===== src/rtl/axi_resp_pkg.sv =====
`default_nettype none
// ============================================================================
// Module    : axi_resp_pkg
// Purpose   : Shared definitions for the AXI write-response (B channel)
//             subordinate: response codes, FSM state type and the state
//             encodings reported on the debug output.
// Ports     : none (package)
// Revision  : 1.0 - initial release
// ============================================================================
package axi_resp_pkg;

  // AXI BRESP codes
  localparam logic [1:0] RESP_OKAY   = 2'b00;
  localparam logic [1:0] RESP_EXOKAY = 2'b01;
  localparam logic [1:0] RESP_SLVERR = 2'b10;
  localparam logic [1:0] RESP_DECERR = 2'b11;

  // Debug encodings of the response FSM
  localparam logic [1:0] ST_IDLE    = 2'b00;
  localparam logic [1:0] ST_VALID   = 2'b01;
  localparam logic [1:0] ST_STALLED = 2'b10;

  typedef enum logic [1:0] {
    S_IDLE    = ST_IDLE,
    S_VALID   = ST_VALID,
    S_STALLED = ST_STALLED
  } state_e;

endpackage : axi_resp_pkg
`default_nettype wire


===== src/rtl/resp_fifo.sv =====
`default_nettype none
// ============================================================================
// Module    : resp_fifo
// Purpose   : Synchronous FIFO holding pending write responses. Read data is
//             the current head entry (show-ahead), so the consumer sees the
//             head without an extra cycle.
// Ports     : clk, resetn (async, active-low)
//             push_i / wdata_i  - write tail (ignored when full)
//             pop_i             - drop head (ignored when empty)
//             rdata_o           - head entry
//             count_o           - occupancy 0..DEPTH
//             full_o / empty_o  - occupancy flags
// Revision  : 1.0 - initial release
// ============================================================================
module resp_fifo #(
  parameter int WIDTH = 6,
  parameter int DEPTH = 4
) (
  input  logic                       clk,
  input  logic                       resetn,
  input  logic                       push_i,
  input  logic                       pop_i,
  input  logic [WIDTH-1:0]           wdata_i,
  output logic [WIDTH-1:0]           rdata_o,
  output logic [$clog2(DEPTH+1)-1:0] count_o,
  output logic                       full_o,
  output logic                       empty_o
);

  localparam int AW = $clog2(DEPTH);
  localparam int CW = $clog2(DEPTH+1);
  localparam logic [AW-1:0] PTR_ONE  = AW'(1);
  localparam logic [CW-1:0] CNT_ONE  = CW'(1);
  localparam logic [CW-1:0] CNT_FULL = CW'(DEPTH);

  logic [WIDTH-1:0] mem_q [DEPTH];
  logic [AW-1:0]    wr_ptr_q, rd_ptr_q;
  logic [CW-1:0]    count_q;
  logic             do_push, do_pop;

  assign full_o  = (count_q == CNT_FULL);
  assign empty_o = (count_q == '0);
  assign count_o = count_q;
  assign rdata_o = mem_q[rd_ptr_q];

  assign do_push = push_i && !full_o;
  assign do_pop  = pop_i && !empty_o;

  // Storage carries no reset; validity is tracked by the count alone.
  always_ff @(posedge clk) begin
    if (do_push) mem_q[wr_ptr_q] <= wdata_i;
  end

  // DEPTH is a power of two, so the pointers wrap by natural overflow.
  always_ff @(posedge clk or negedge resetn) begin
    if (!resetn) begin
      wr_ptr_q <= '0;
      rd_ptr_q <= '0;
      count_q  <= '0;
    end else begin
      if (do_push) wr_ptr_q <= wr_ptr_q + PTR_ONE;
      if (do_pop)  rd_ptr_q <= rd_ptr_q + PTR_ONE;
      if (do_push && !do_pop)      count_q <= count_q + CNT_ONE;
      else if (do_pop && !do_push) count_q <= count_q - CNT_ONE;
    end
  end

endmodule : resp_fifo
`default_nettype wire


===== src/rtl/axi_write_response_slave.sv =====
`default_nettype none
// ============================================================================
// Module    : axi_write_response_slave
// Purpose   : Subordinate-side AXI B-channel generator. Write completions are
//             queued in a small FIFO and presented one at a time on
//             BID/BRESP/BVALID, held stable until BREADY.
// Ports     : clk, resetn (async, active-low)
//             cmp_valid/cmp_ready/cmp_id/cmp_resp - completion input
//             BID/BRESP/BVALID/BREADY             - AXI B channel
//             pending           - queued + presented responses
//             timeout           - sticky stall flag
//             current_state_out - IDLE=00, VALID=01, STALLED=10
// Config    : define AXI_WR_RESP_TIMEOUT_EN to build the stall counter; when
//             undefined, timeout is tied low and STALLED is unreachable.
// Revision  : 1.0 - initial release
// ============================================================================
module axi_write_response_slave
  import axi_resp_pkg::*;
#(
  parameter int ID_WIDTH       = 4,
  parameter int DEPTH          = 4,
  parameter int TIMEOUT_CYCLES = 255
) (
  input  logic                       clk,
  input  logic                       resetn,
  input  logic                       cmp_valid,
  output logic                       cmp_ready,
  input  logic [ID_WIDTH-1:0]        cmp_id,
  input  logic [1:0]                 cmp_resp,
  output logic [ID_WIDTH-1:0]        BID,
  output logic [1:0]                 BRESP,
  output logic                       BVALID,
  input  logic                       BREADY,
  output logic [$clog2(DEPTH+1):0]   pending,
  output logic                       timeout,
  output logic [1:0]                 current_state_out
);

  localparam int CW = $clog2(DEPTH+1);
  localparam int PW = CW + 1;
  localparam int FW = ID_WIDTH + 2;

  // Invalid configurations (non power-of-two DEPTH, DEPTH<2, zero timeout)
  // select this empty branch; it exists so the parameters are checked in
  // one visible place.
  if (DEPTH < 2 || (DEPTH & (DEPTH - 1)) != 0 || TIMEOUT_CYCLES < 1) begin : g_cfg_invalid
  end

  state_e              state_q, state_d;
  logic [ID_WIDTH-1:0] bid_q;
  logic [1:0]          bresp_q;
  logic [CW-1:0]       fifo_count;
  logic [FW-1:0]       fifo_rdata;
  logic                fifo_full, fifo_empty;
  logic                bvalid, push, load, stall_hit;

  assign bvalid    = (state_q != S_IDLE);
  // Full means not ready even if the head leaves this cycle: no bypass.
  assign cmp_ready = !fifo_full;
  assign push      = cmp_valid && !fifo_full;
  // Output register refills when empty or its response is being accepted.
  assign load      = (!bvalid || BREADY) && !fifo_empty;

  resp_fifo #(
    .WIDTH (FW),
    .DEPTH (DEPTH)
  ) u_fifo (
    .clk     (clk),
    .resetn  (resetn),
    .push_i  (push),
    .pop_i   (load),
    .wdata_i ({cmp_id, cmp_resp}),
    .rdata_o (fifo_rdata),
    .count_o (fifo_count),
    .full_o  (fifo_full),
    .empty_o (fifo_empty)
  );

  always_ff @(posedge clk or negedge resetn) begin
    if (!resetn) state_q <= S_IDLE;
    else         state_q <= state_d;
  end

  always_comb begin
    state_d = state_q;
    case (state_q)
      S_IDLE: begin
        if (!fifo_empty) state_d = S_VALID;
      end
      S_VALID, S_STALLED: begin
        if (BREADY)         state_d = fifo_empty ? S_IDLE : S_VALID;
        else if (stall_hit) state_d = S_STALLED;
      end
      default: state_d = S_IDLE;
    endcase
  end

  always_ff @(posedge clk or negedge resetn) begin
    if (!resetn) begin
      bid_q   <= '0;
      bresp_q <= RESP_OKAY;
    end else if (load) begin
      {bid_q, bresp_q} <= fifo_rdata;
    end
  end

`ifdef AXI_WR_RESP_TIMEOUT_EN
  localparam int TW = $clog2(TIMEOUT_CYCLES + 1);
  localparam logic [TW-1:0] TO_LAST = TW'(TIMEOUT_CYCLES - 1);
  localparam logic [TW-1:0] TO_ONE  = TW'(1);

  logic [TW-1:0] stall_cnt_q;
  logic          timeout_q;
  logic          stalling;

  assign stalling  = bvalid && !BREADY;
  // Fires on the stall cycle that brings the count to TIMEOUT_CYCLES.
  assign stall_hit = stalling && (stall_cnt_q == TO_LAST);

  always_ff @(posedge clk or negedge resetn) begin
    if (!resetn) begin
      stall_cnt_q <= '0;
      timeout_q   <= 1'b0;
    end else begin
      if (!stalling)                   stall_cnt_q <= '0;
      else if (stall_cnt_q != TO_LAST) stall_cnt_q <= stall_cnt_q + TO_ONE;
      if (stall_hit) timeout_q <= 1'b1;
    end
  end

  assign timeout = timeout_q;
`else
  assign stall_hit = 1'b0;
  assign timeout   = 1'b0;
`endif

  assign BVALID            = bvalid;
  assign BID               = bid_q;
  assign BRESP             = bresp_q;
  assign pending           = {1'b0, fifo_count} + {{(PW-1){1'b0}}, bvalid};
  assign current_state_out = state_q;

endmodule : axi_write_response_slave
`default_nettype wire

===== config.mk =====
export PLATFORM = sky130hd
export DESIGN_NAME = axi_write_response_slave
export DESIGN_NICKNAME = d
export VERILOG_FILES = /design/src/rtl/axi_resp_pkg.sv /design/src/rtl/resp_fifo.sv /design/src/rtl/axi_write_response_slave.sv
export SDC_FILE = /design/constraint.sdc
export NUM_CORES = 1
export LEC_CHECK = 0
export BUFFER_PORTS_ARGS = -buffer_cell sky130_fd_sc_hd__buf_2
export CORE_ASPECT_RATIO = 1.5
export CORE_MARGIN = 2
export CORE_UTILIZATION = 45
export DETAILED_ROUTE_END_ITERATION = 10
export HOLD_SLACK_MARGIN = 0.1
export PLACE_DENSITY = 0.74
export REMOVE_ABC_BUFFERS = 1
export SLEW_MARGIN = 20
export SYNTH_ARGS = -nofsm -noshare
export SYNTH_HDL_FRONTEND = slang
export SYNTH_HIERARCHICAL = 1
export SYNTH_SLANG_ARGS = --single-unit

===== constraint.sdc =====
create_clock -name clk -period 2.53 [get_ports clk]
set_input_delay 0.1265 -clock clk [delete_from_list [all_inputs] [get_ports clk]]
set_output_delay 0.1265 -clock clk [all_outputs]
set_load 0.01 [all_outputs]

**Word-level counts from Yosys, hierarchy flattened**

Memory sizes are Yosys's and may differ from the RTL's. A register that Yosys moved wholly into a read port is not among the register bits.
Cells that the tools add are included.

- Bits in registers: 9
- RAM bits: 24
- Input bits: 10
- Output and inout port bits: 15
- Word-level logic and storage cells: 42
- Memories: 1

- Add/sub/neg operators: 5
- Eq/ne operators: 5
- Multiplexer cells: 8
- Reduce and logical (&&, ||, !) cells: 19

Memory list:

| name | depth | width | read ports | clocked after memory_dff | wr ports | line | source |
|---|---|---|---|---|---|---|---|
| u_fifo.mem_q | 4 | 6 | 1 | 1 | 1 | resp_fifo.sv:36 | `logic [WIDTH-1:0] mem_q [DEPTH];` |

Operators by type and width:

| cell | count |
|---|---|
| $logic_and A1 B1 Y1 | 6 |
| $logic_not A1 Y1 | 6 |
| $mux W3 | 2 |
| $add A2 B1 Y2 const B | 2 |
| $add A3 B1 Y4 | 1 |
| $mux W2 | 2 |
| $ne A2 B2 Y1 const B | 2 |
| $pmux W2 S2 | 1 |
| $reduce_bool A2 Y1 | 2 |
| $add A3 B1 Y3 const B | 1 |
| $eq A3 B3 Y1 const B | 1 |
| $logic_not A3 Y1 | 1 |
| $mux W1 | 3 |
| $sub A3 B1 Y3 const B | 1 |
| $eq A2 B1 Y1 const B | 1 |
| $eq A2 B2 Y1 const B | 1 |
| $logic_not A2 Y1 | 1 |
| $reduce_and A2 Y1 | 1 |
| $reduce_or A2 Y1 | 1 |
| $logic_or A1 B1 Y1 | 1 |

**Depth between registers and ports, before layout**

- Word-level depth: 8
- Gate-level depth with buffers: 10
- Gate-level depth less buffers: 9

**Cells and area by module**

Netlist, hierarchy kept.

By module, submodules not included:

| module | instances | cells an instance | area an instance (um^2) | sequential area each (um^2) |
|---|---|---|---|---|
| resp_fifo | 1 | 67 | 1303.8 | 895.9 |
| axi_write_response_slave | 1 | 27 | 347.8 | 175.2 |

**Worst setup path after synthesis**

No wires, ideal clock.

- Kind: reg2reg
- Start point: register u_fifo.count_q[0], in the netlist u_fifo/count_o[0]
- End point: register u_fifo.count_q[2], in the netlist u_fifo/count_o[2]
- Library setup time: 0.079 ns
- Data arrival time: 2.061 ns
- Data required time: 2.451 ns
- Setup slack: 0.390 ns
- Stages on the path, launching flop included: 10
- Path buffers: 0
- Clock period less this slack: 2.140 ns
- Cell sequence: dfrtp_1 nor3_1 a21oi_4 nand2b_1 ha_1 inv_1 fa_1 xor2_1 nor2_1 xor2_1

- Cells in the longest elaborated chain, start to end: 7
- Elaborated cells between the ends (all ways): 17
- Those cells by class: 2 x add/sub; 1 x eq/ne; 2 x mux; 12 x reduce/logical

Ends and longest elaborated chain:

| item | line | source |
|---|---|---|
| from (decl) | resp_fifo.sv:38 | `logic [CW-1:0] count_q;` |
| from (signal assigned) | resp_fifo.sv:63 | `if (do_push && !do_pop) count_q <= count_q + CNT_ONE;` |
| from (signal assigned) | resp_fifo.sv:64 | `else if (do_pop && !do_push) count_q <= count_q - CNT_ONE;` |
| $logic_not A3 Y1 * | resp_fifo.sv:42 | `assign empty_o = (count_q == '0);` |
| via fifo_empty | axi_write_response_slave.sv:54 | `logic fifo_full, fifo_empty;` |
| $logic_not A1 Y1 * | axi_write_response_slave.sv:62 | `assign load = (!bvalid \|\| BREADY) && !fifo_empty;` |
| $logic_and A1 B1 Y1 * | axi_write_response_slave.sv:62 |  |
| via load | axi_write_response_slave.sv:55 | `logic bvalid, push, load, stall_hit;` |
| $logic_and A1 B1 Y1 * | resp_fifo.sv:47 | `assign do_pop = pop_i && !empty_o;` |
| $logic_not A1 Y1 | resp_fifo.sv:63 |  |
| $logic_and A1 B1 Y1 | resp_fifo.sv:63 |  |
| $mux W3 or $reduce_bool A2 Y1 (tied branches) | n/a |  |

The timed path passes the listed nets; every way through them passes the cells marked *. The select of a mux whose other input is x is not followed.
A chain may end at the register's enable or synchronous reset.

**Worst setup path after layout**

- Start point: register u_fifo.count_q[2], in the netlist u_fifo/count_o[2]
- End point: register u_fifo.count_q[2], in the netlist u_fifo/count_o[2]

- Cells in the longest elaborated chain, start to end: 7
- Elaborated cells between the ends (all ways): 17
- Those cells by class: 2 x add/sub; 1 x eq/ne; 2 x mux; 12 x reduce/logical

Ends and longest elaborated chain:

| item | line | source |
|---|---|---|
| $eq A3 B3 Y1 * | resp_fifo.sv:41 | `assign full_o = (count_q == CNT_FULL);` |
| via fifo_full | axi_write_response_slave.sv:54 |  |
| $logic_not A1 Y1 * | axi_write_response_slave.sv:60 | `assign push = cmp_valid && !fifo_full;` |
| $logic_and A1 B1 Y1 * | axi_write_response_slave.sv:60 |  |
| via push | axi_write_response_slave.sv:55 |  |
| $logic_and A1 B1 Y1 * | resp_fifo.sv:46 | `assign do_push = push_i && !full_o;` |
| $logic_not A1 Y1 | resp_fifo.sv:64 |  |
| $logic_and A1 B1 Y1 | resp_fifo.sv:64 |  |
| $reduce_bool A2 Y1 (no source line) | n/a |  |

Marked as above.

==> qor.yml <==
floorplan:
  start_util: 0.461
  fp.dieW_um: 53.5
  dieHeight_um: 78.2
  die-area_um2: 4180
  row_count: 27
  io_pins: 25
  core_um2: 3580
worst_setup_path:
  cpMostUsedCell: "xor2_1"
  crit_chain: "nor3b_4 -> nor2b_1 -> nor2b_2 -> ha_1 -> inv_1 -> fa_1 -> xor2_1 -> nor2_1 -> xor2_1"
  r2r-start: "u_fifo/count_o[2]"
  worstSetupPathType: "reg2reg"
  reg2regPathDepth: 9
  r2r_end: "u_fifo/count_o[2]"
  path_buf_inv: 1
  required_ns: 2.73
  r2r_slack_ns: 0.35
  cp_top_family: "simple AND/OR/NAND/NOR gates"
  max_stage_delay_ns: 0.44
  cpMaxStageDelayCell: "dfrtp_1"
  worstPathMaxFanout: 7
  cp-end-kind: "flip-flop"
  arrival_ns: 2.38
  worstSetupStartpointType: "flip-flop"
  cp-startpoint: "u_fifo/count_o[2]"
layout:
  syn_to_final_growth_pct: 20.4
  final_cell_area_um2: 1990
  most-common-layout-cells: "edfxtp_1 (24), buf_2 (22), dfrtp_1 (14)"
  final_layout_size_suffix_gt1_frac: 0.403
  nFillCells: 313
  final_nets: 146
  insertedDiodeCount: 0
  final_common_cell: "edfxtp_1"
clock_tree:
  clock_latency_ns: 0.28
  cts_resized: 0
  cts_hold_buf: 8
  cts_tree: "yes"
  clockBufferDepth: 2
  clk_pin_slew_ns: 0.07
  post_cts_buffers: 0
  clock_sinks: 38
  cts_buffers: 5
  cts_root_buffer: "clkbuf_8"
  cts-htree-levels: 2
flow_run:
  drv_cap: 0
logic_synthesis:
  synth.largest_area_cell: "edfxtp_1"
  syn_avg_cell_area_um2: 17.6
  ys_warn_count: 6
  ys_ff_latch: 38
  yosys.area.top_type_share: 0.436
  synth.area.top_cells: "edfxtp_1 (44%), dfrtp_1 (21%), mux4_2 (8.2%)"
  synth.cell_area_um2: 1650
  synthCells: 94
  synthDistinctLibCells: 26
  synth_edf_count: 24
  ys_seq_area_frac: 0.648
  async_flop_share: 0.368
  dominantRegCellSynth: "edfxtp_1"
placed_design:
  place_worst_setup_slack_ns: 0.334
  globalplace.congestion: 0.707
  placed_area_um2: 1790
  port_buffers: 22
  hpwl_um: 1920
timing:
  fin_ws_ns: 0.353
  fin_crit_sh: 0.860
  tns_ns: 0
  maxSlewViolCount: 0
  clock.fmax_mhz: 459
  rsz0062_at_grt: "no"
  finalClockSkew_ns: 0.00408
  hold_viol: 0
  period_minus_slack_ns: 2.18
  setup_violations: 0
routing:
  routed-wl-met3_um: 111
  drtAntennaViolNets: 0
  vias: 846
  wl_um: 2580
  routedWlPerCell_um: 15.0
  dr.max_layer_used: "met4"
  wl_met2_um: 1470
  drc: 0
  m1WireLength_um: 971
  dr.pass1.iters: 3
  via_per_inst: 4.92
  drt_iter0_drc: 33
power:
  ir_worst_vdd_v: 0.000576
  power_density_nw_per_um2: 1200
  leakage_nw: 0.803
  p_total_mw: 2.40
outcome:
  status: "finished clean"
grt:
  grt_pass1_vias: 886
  overflow: 0
  grt_max_degree: 15
  grt_pass1_wl_um: 4220
  grt_use_total: 0.146
  antenna_found_initial: 0
min_path:
  hp-class: "in2async"
-- how the worst max path moves through the flow --
stage	to	slack, ns	cells after the start
after global routing	u_fifo/count_o[2]	0.15	10
after global placement	u_fifo/count_o[2]	0.41	10
after detailed placement	u_fifo/count_o[2]	0.33	9
after CTS	u_fifo/count_o[2]	0.33	9
final	u_fifo/count_o[2]	0.35	9
after floorplan	u_fifo/count_o[2]	0.39	9
-- cell families (layout without fill, tap and decap cells) --
logic type,count (synthesis),after routing,share of synthesized area
AND/OR/NAND/NOR,12,12,0.0561
flip-flops,38,38,0.648
buffers and inverters,12,46,0.0394
XOR/XNOR,7,7,0.0371
adder cells (fa/ha/maj),8,8,0.0651
multiplexers,14,14,0.139
AO/OA/AOI/OAI,2,2,0.0129
other,1,2,0.00227
-- per-stage QoR --
step / std cells / hold slack [ns] / util
after floorplan: 89 / -0.169 / -
after global placement: 156 / 0.0424 / 0.500
after detailed placement: 156 / 0.0532 / 0.500
after CTS: 172 / 0.289 / 0.555
after global routing: 172 / 0.297 / 0.555
final: 172 / 0.289 / 0.555
-- synthesized netlist by cell type (3+ instances only) --
cell type / count
and2_2: 4
xnor2_1: 4
mux2_2: 7
ha_1: 7
xor2_1: 3
inv_1: 6
mux4_2: 6
buf_4: 3
edfxtp_1: 24
dfrtp_1: 14
-- layout make-up --
type	count	area [µm²]	share of cell area
clock buffer	7	86.3	0.0434
clock inverter	1	30.0	0.0151
inverter	6	22.5	0.0113
multi-input combinational	45	519	0.261
sequential	38	1070	0.539
tap	43	53.8	0.0271
timing repair buffer	32	205	0.103
-- routing by layer --
layer,track usage,up-vias
li1,-,398
met1,0.157,424
met2,0.252,19
met3,0.0494,5
met4,0.0615,0
met5,0,-
-- flip-flops by register name (all words and copies together) (netlist names) --
signal and count:
u_fifo/mem_q 24, BRESP 2, u_fifo/count_o 3, u_fifo/wr_ptr_q 2
BID 4, current_state_out 1, u_fifo/rd_ptr_q 2
-- power breakdown --
| group | switching [mW] | total [mW] | internal [mW] |
|---|---|---|---|
| Clock | 0.191 | 0.512 | 0.321 |
| Combinational | 0.375 | 0.850 | 0.475 |
| Sequential | 0.166 | 1.03 | 0.868 |
(Power assumes the default switching activity.)
